## config.mk

```make
export PLATFORM = sky130hd
export DESIGN_NAME = div_ctrl
export DESIGN_NICKNAME = d
export VERILOG_FILES = /design/src/rtl/div_pkg.sv /design/src/rtl/load_counter.sv /design/src/rtl/div_ctrl.sv
export SDC_FILE = /design/constraint.sdc
export NUM_CORES = 1
export LEC_CHECK = 0
export CORE_ASPECT_RATIO = 0.7
export CORE_MARGIN = 4
export CORE_UTILIZATION = 57
export DETAILED_ROUTE_END_ITERATION = 8
export DONT_BUFFER_PORTS = 1
export PLACE_DENSITY = 0.86
export SYNTH_ARGS = -nofsm -noshare
export SYNTH_HDL_FRONTEND = slang
export SYNTH_SLANG_ARGS = --single-unit
```

## constraint.sdc

```tcl
create_clock -name clk -period 2.3 [get_ports clk]
set_input_delay 0.115 -clock clk [delete_from_list [all_inputs] [get_ports clk]]
set_output_delay 0.115 -clock clk [all_outputs]
set_load 0.01 [all_outputs]
```

## src/rtl/div_pkg.sv

```systemverilog
// rtl/div_pkg.sv - shared types and constants for the programmable clock divider
package div_pkg;

    typedef enum logic [1:0] {
        IDLE = 2'd0,
        LOAD = 2'd1,
        RUN  = 2'd2
    } state_t;

    localparam int MIN_DIV = 2;

endpackage

```

## src/rtl/load_counter.sv

```systemverilog
// rtl/load_counter.sv - loadable up-counter with terminal-count flag
module load_counter #(
    parameter int WIDTH = 8
) (
    input  logic             clk,
    input  logic             rst,
    input  logic             load_i,
    input  logic [WIDTH-1:0] load_val_i,
    input  logic             inc_i,
    output logic             tc_o
);

    logic [WIDTH-1:0] count_q;
    logic [WIDTH-1:0] count_d;

    // Load wins over increment so a tick cycle reloads instead of wrapping.
    always_comb begin
        count_d = count_q;
        if (load_i) begin
            count_d = load_val_i;
        end else if (inc_i) begin
            count_d = count_q + WIDTH'(1);
        end
    end

    always_ff @(posedge clk) begin
        if (rst) begin
            count_q <= '0;
        end else begin
            count_q <= count_d;
        end
    end

    assign tc_o = &count_q;

endmodule

```

## src/rtl/div_ctrl.sv

```systemverilog
// rtl/div_ctrl.sv - divide-by-N tick/square-wave generator with divisor handshake
module div_ctrl
    import div_pkg::*;
#(
    parameter int WIDTH       = 8,
    parameter int DEFAULT_DIV = 113
) (
    input  logic             clk,
    input  logic             rst,
    input  logic             enable,
    input  logic             cfg_valid,
    input  logic [WIDTH-1:0] cfg_div,
    output logic             cfg_ready,
    output logic             cfg_err,
    output logic             tick,
    output logic             div_out,
    output logic [WIDTH-1:0] cur_div,
    output logic             busy
);

    state_t           state_q;
    logic [WIDTH-1:0] cur_div_q;
    logic [WIDTH-1:0] pend_div_q;
    logic             pending_q;
    logic             div_out_q;
    logic             cfg_err_q;

    logic             tc;
    logic             tick_w;
    logic             xfer;
    logic             legal;
    logic [WIDTH-1:0] reload_div;
    logic             ctr_load;
    logic [WIDTH-1:0] ctr_load_val;

    assign tick_w     = (state_q == RUN) && tc;
    assign xfer       = cfg_valid && !pending_q;
    assign legal      = cfg_div >= WIDTH'(MIN_DIV);
    assign reload_div = pending_q ? pend_div_q : cur_div_q;

    // Counting up from 2^WIDTH-N to all-ones gives exactly N RUN cycles per tick.
    assign ctr_load     = (state_q == LOAD) || tick_w;
    assign ctr_load_val = (state_q == LOAD) ? (WIDTH'(0) - cur_div_q)
                                            : (WIDTH'(0) - reload_div);

    load_counter #(
        .WIDTH (WIDTH)
    ) u_counter (
        .clk        (clk),
        .rst        (rst),
        .load_i     (ctr_load),
        .load_val_i (ctr_load_val),
        .inc_i      (state_q == RUN),
        .tc_o       (tc)
    );

    always_ff @(posedge clk) begin
        if (rst) begin
            state_q    <= IDLE;
            cur_div_q  <= WIDTH'(DEFAULT_DIV);
            pend_div_q <= '0;
            pending_q  <= 1'b0;
            div_out_q  <= 1'b0;
            cfg_err_q  <= 1'b0;
        end else begin
            cfg_err_q <= xfer && !legal;
            case (state_q)
                IDLE: begin
                    // A divisor left pending by a stop is committed here.
                    if (pending_q) begin
                        cur_div_q <= pend_div_q;
                        pending_q <= 1'b0;
                    end else if (xfer && legal) begin
                        cur_div_q <= cfg_div;
                    end
                    div_out_q <= 1'b0;
                    if (enable) begin
                        state_q <= LOAD;
                    end
                end
                LOAD, RUN: begin
                    if (tick_w) begin
                        div_out_q <= !div_out_q;
                        if (pending_q) begin
                            cur_div_q <= pend_div_q;
                            pending_q <= 1'b0;
                        end
                    end
                    if (xfer && legal) begin
                        pending_q  <= 1'b1;
                        pend_div_q <= cfg_div;
                    end
                    if (!enable) begin
                        state_q   <= IDLE;
                        div_out_q <= 1'b0;
                    end else begin
                        state_q <= RUN;
                    end
                end
                default: state_q <= IDLE;
            endcase
        end
    end

    assign cfg_ready = !pending_q;
    assign cfg_err   = cfg_err_q;
    assign tick      = tick_w;
    assign div_out   = div_out_q;
    assign cur_div   = cur_div_q;
    assign busy      = (state_q != IDLE);

endmodule
```

After elaboration in Yosys (flattened, before gate mapping)
Index checks and enable logic that the tools add are counted.

Register bits after elaboration: 29. Bits of input ports: 12. Output and inout bits: 13. Logic and storage cells: 53.

Add/sub/neg operators: 3. $lt $le $gt $ge: 1. Eq/ne operators: 7. Muxes and demuxes: 17. Reduce and logical (&&, ||, !) cells: 18.

Operators with widths (count): $mux W8 (7); $pmux W8 S2 (1); $sub A1 B8 Y8 const A (2); $ne A3 B3 Y1 const B (3); $add A8 B1 Y8 const B (1); $ge A8 B2 Y1 const B (1); $reduce_and A8 Y1 (1); $reduce_and A2 Y1 (3); $reduce_bool A2 Y1 (3); $logic_and A1 B1 Y1 (4); $mux W1 (4); $mux W2 (2); $ne A2 B2 Y1 const B (2); $pmux W1 S2 (2); $pmux W2 S2 (1); $logic_not A1 Y1 (3); $reduce_and A3 Y1 (1); $eq A2 B1 Y1 const B (1); $eq A2 B2 Y1 const B (1); $logic_not A2 Y1 (1); $reduce_or A2 Y1 (1); $logic_or A1 B1 Y1 (1).

Depth between registers and ports, before layout
Depth after elaboration: 6. Depth in mapped cells: 11. Gate-level depth less buffers: 11.

Cells and area by module
From an unflattened synthesis, not the netlist that was laid out.

Cell total of the unflattened synthesis: 215. Area total of the unflattened synthesis: 1781.7 µm².

Modules (own cells, without submodules): div_ctrl (times used 1, cells an instance 161, area each 1330.0 µm², seq. area each 420.4 µm²); load_counter (times used 1, cells an instance 54, area each 451.7 µm², seq. area each 160.2 µm²).

Worst setup path before layout
OpenSTA, ideal clock, no wires.

Path kind: register -> register. From: reg state_q[1]. To: reg u_counter.count_q[4]. Setup time: 0.086 ns. Arrival: 2.136 ns. Required time: 2.214 ns. Setup slack: 0.078 ns. Stages on the path, launching flop included: 12. Buffers on the path: 0. Period minus slack after synthesis: 2.222 ns. Path through: dfxtp_1 > inv_1 > ha_1 > nor2b_4 > mux2_4 > inv_1 > ha_1 > nor3b_1 > xor2_1 > mux2i_1 > o21ai_0 > a211oi_1.

Longest elaborated chain between the ends: 4. Elaborated cells between the ends (all ways): 7. Classes of those cells: eq/ne: 2; mux: 2; reduce/logical: 3.

Ends and longest elaborated chain: start: declaration (RTL line div_ctrl.sv:21) `state_t state_q;`; start signal: assignment (RTL line div_ctrl.sv:59) `state_q <= IDLE;`; start signal: assignment (RTL line div_ctrl.sv:78) `state_q <= LOAD;`; start signal: assignment (RTL line div_ctrl.sv:94) `state_q <= IDLE;`; $eq A2 B2 Y1 (RTL line div_ctrl.sv:36, div_ctrl.sv:53); $logic_and A1 B1 Y1 (RTL line div_ctrl.sv:36) `assign tick_w = (state_q == RUN) && tc;`; $logic_or A1 B1 Y1 (RTL line div_ctrl.sv:42) `assign ctr_load = (state_q == LOAD) || tick_w;`; $mux W8 / $reduce_bool A2 Y1 (equally long branches); end signal: assignment (RTL line load_counter.sv:30) `count_q <= count_d;`; end: declaration (RTL line load_counter.sv:13) `logic [WIDTH-1:0] count_q;`.

Several ways; a longest one is shown, not always the timed one. A chain may end at the register's enable or synchronous reset.

Worst setup path after layout
Ends and elaborated chain as after synthesis.

==> qor.csv <==
stage,metric,value,unit
status,status,completed,
clocking,count of clock tree sinks,29,
route,final wirelength,5.526,mm
worst_setup_path,CP endpoint kind,register,
place,Area after DPL,1932,µm²
place,GPL Wtd Cong,0.7986,
timing,Rel. slew slack,24.13,%
logic_synthesis,Synth top area share,30.59,%
die,Die H,56.28,µm
timing,Final Critical Period,2.254,ns
route,Starting DRT DRC Count,226,
die,initial core utilization,59.89,%
timing,Hold Fails Final Rpt,0,
worst_setup_path,crit-path max FO,3,
place,post-place setup slack,-0.04412,ns
grt,GRT Util Overall,25.23,%
clocking,later-pin clock latency in the skew report,0.29,ns
die,Die X,76.97,µm
timing,final worst-path cycle share,97.99,%
worst_setup_path,Crit Path Class,reg2reg,
grt,global route overflow,0,
clocking,CTS root buf,clkbuf_8,
clocking,H-tree depth,2,
power,Max rail drop VDD,0.4801,mV
logic_synthesis,Async SR Flop Fraction,0,%
route,DR WL/cell,19.81,µm
logic_synthesis,Post-synth EDFFs,0,
timing,final slew viol count,0,
power,Leak,0.7693,nW
die,Rows,17,
cells_and_area,Area Overhead vs Synth,14.11,%
worst_hold_path,worst hold path class,in2reg,
timing,fmax,443.7,MHz
place,Detailed Place HPWL,3.643,mm
die,Ports,25,
cells_and_area,Layout Nets,258,
clocking,cts bufs inserted,5,
route,remaining antenna violation count,0,
grt,pin count of the biggest net entering global routing,29,
logic_synthesis,Syn Nets,248,
cells_and_area,final instance area,2166,µm²
logic_synthesis,Post-Synthesis Cells,230,
logic_synthesis,sequential fraction of the synthesis area,30.59,%
worst_setup_path,CP required,2.43,ns
timing,Slew @ Worst Pin,1.134,ns
logic_synthesis,"top cells by area, synth","dfxtp_1 31%, mux2i_1 13%, nor2_1 5.9%, nand2_1 4.2%, a211oi_1 4.0%",
timing,clk_skew,0.004479,ns
logic_synthesis,Main synth FF type,dfxtp_1,
cells_and_area,FILL cells,237,
die,die footprint,4332,µm²
timing,WHS,0.007058,ns
clocking,"Reg clk slew, reported paths",0.07,ns
clocking,CTS tree,done,
worst_setup_path,"Arr. time, crit path",2.39,ns
cells_and_area,Antenna Cells,0,
die,Core ar.,3169,µm²
place,port buffer count,0,
worst_setup_path,crit start category,register,
timing,setup ws final,0.04612,ns
clocking,Max clock buf depth,2,
flow_run,Max-Cap Viols,0,
logic_synthesis,Synth area leader,dfxtp_1,
logic_synthesis,Yosys warning total,0,
route,Vias,1860,
logic_synthesis,synth unique cells,51,
clocking,Post-CTS Setup Bufs,0,
logic_synthesis,synthesized area per cell,8.252,µm²
cells_and_area,share of layout cells above drive strength 1,13.69,%
route,DRC Markers,0,
power,P per Cell Area,747.5,nW/µm²
logic_synthesis,post-synthesis register bit count,29,
grt,vias in the first global route,1754,
route,Initial DRT Pass Iterations,5,
logic_synthesis,cell area after synthesis,1898,µm²
grt,wire length of the first global-routing pass,8.652,mm
route,routed vias/inst,6.667,
timing,"Setup violations, final",0,
grt,initial antenna violation count,0,
## cell usage after synthesis (5+ instances only)
cell,n
buf_2,5
nand2_1,21
mux2i_1,25
a21oi_1,11
nor3_1,7
o21ai_0,11
a211oi_1,10
dfxtp_1,29
inv_1,6
ha_1,6
a31oi_1,6
nor2_1,30
## logic make-up (layout without fill, tap and decap cells)
logic type	count (synthesis)	after routing	share of synthesized area [%]
AND/OR/NAND/NOR	88	88	24.46
adder cells (fa/ha/maj)	6	6	3.955
buffers and inverters	20	31	5.273
flip-flops	29	29	30.59
XOR/XNOR	7	7	3.230
multiplexers	26	26	13.97
AO/OA/AOI/OAI	54	54	18.52
## critical path, cell delays in order (launching register included)
cell	delay, ns
dfxtp_1	0.34
inv_2	0.07
ha_4	0.17
nor2b_4	0.15
mux2_4	0.32
inv_1	0.09
ha_4	0.15
nor3b_4	0.21
xor2_1	0.19
mux2i_1	0.13
o21ai_1	0.18
a211oi_2	0.09
## per-stage QoR
stage          util [%]  TNS (ns)  cells  power (mW)
2_1_floorplan         -         0    230      0.9662
3_3_place_gp      60.96         0    263       1.044
3_5_place_dp      60.96  -0.07331    263       1.063
4_1_cts           67.00         0    279       1.565
5_1_grt           68.34  -0.02612    279       1.683
6_report          68.34         0    279       1.619
## where the power goes
group / leakage [nW] / total [mW] / internal, mW / switching, mW
Combinational: 0.478 / 0.477 / 0.207 / 0.270
Sequential: 0.237 / 0.650 / 0.556 / 0.0942
Clock: 0.0542 / 0.492 / 0.270 / 0.222
## routing by layer
metal,global-route usage (%),part of all wire (%),up-vias
li1,-,-,860
met1,34.48,43,869
met2,38.21,45,112
met3,6.571,9.6,19
met4,9.391,2.3,0
met5,0,0,-
## layout make-up
class / count / area (µm²) / area share, %
timing repair buffer: 16 / 140.1 / 6.470
tap: 38 / 47.55 / 2.195
inverter: 7 / 26.28 / 1.213
sequential: 29 / 580.6 / 26.81
clock inverter: 1 / 5.005 / 0.2311
multi-input combinational: 181 / 1270 / 58.64
clock buffer: 7 / 96.34 / 4.448
## what timing repair did
action / CTS / global route
resized for setup: 2 / 9
hold buffers: 8 / 0
pin swaps: 0 / 2
hold endpoints to repair: 28 / 0
endpoints found under the setup margin: 2 / 2
## cells in the final DEF (no fill, tap or decap), drive strengths merged, types with 2 or more instances in the layout
| master | n |
|---|---|
| a211oi | 11 |
| a21oi | 11 |
| a22oi | 2 |
| a31oi | 6 |
| and4 | 2 |
| buf | 8 |
| clkbuf | 7 |
| dfxtp | 29 |
| dlygate4sd3 | 8 |
| ha | 6 |
| inv | 7 |
| mux2i | 25 |
| nand2 | 22 |
| nand2b | 2 |
| nand3 | 5 |
| nand4 | 2 |
| nor2 | 31 |
| nor2b | 2 |
| nor3 | 7 |
| nor3b | 2 |
| nor4 | 6 |
| o21ai | 12 |
| o22ai | 3 |
| or3 | 3 |
| xnor2 | 3 |
| xor2 | 4 |
## state kept, by name, summed over array words and instances, names as in the netlist
register           count
div_out                1
pend_div_q             8
pending_q              1
u_counter.count_q      8
cur_div                8
state_q                2
cfg_err                1
## path summary, 6_finish.rpt
kind	to	startpoint	slack [ns]	cells past startpoint
min	cfg_err$_SDFF_PP0_	cfg_div[5]	0.007	3
max	u_counter.count_q[4]$_SDFFE_PP0P_	state_q[1]$_SDFFE_PP0P_	0.05	11
min reg2reg	u_counter.count_q[0]$_SDFFE_PP0P_	u_counter.count_q[0]$_SDFFE_PP0P_	0.53	2
max reg2reg	u_counter.count_q[4]$_SDFFE_PP0P_	state_q[1]$_SDFFE_PP0P_	0.05	11
(Power assumes the default switching activity.)
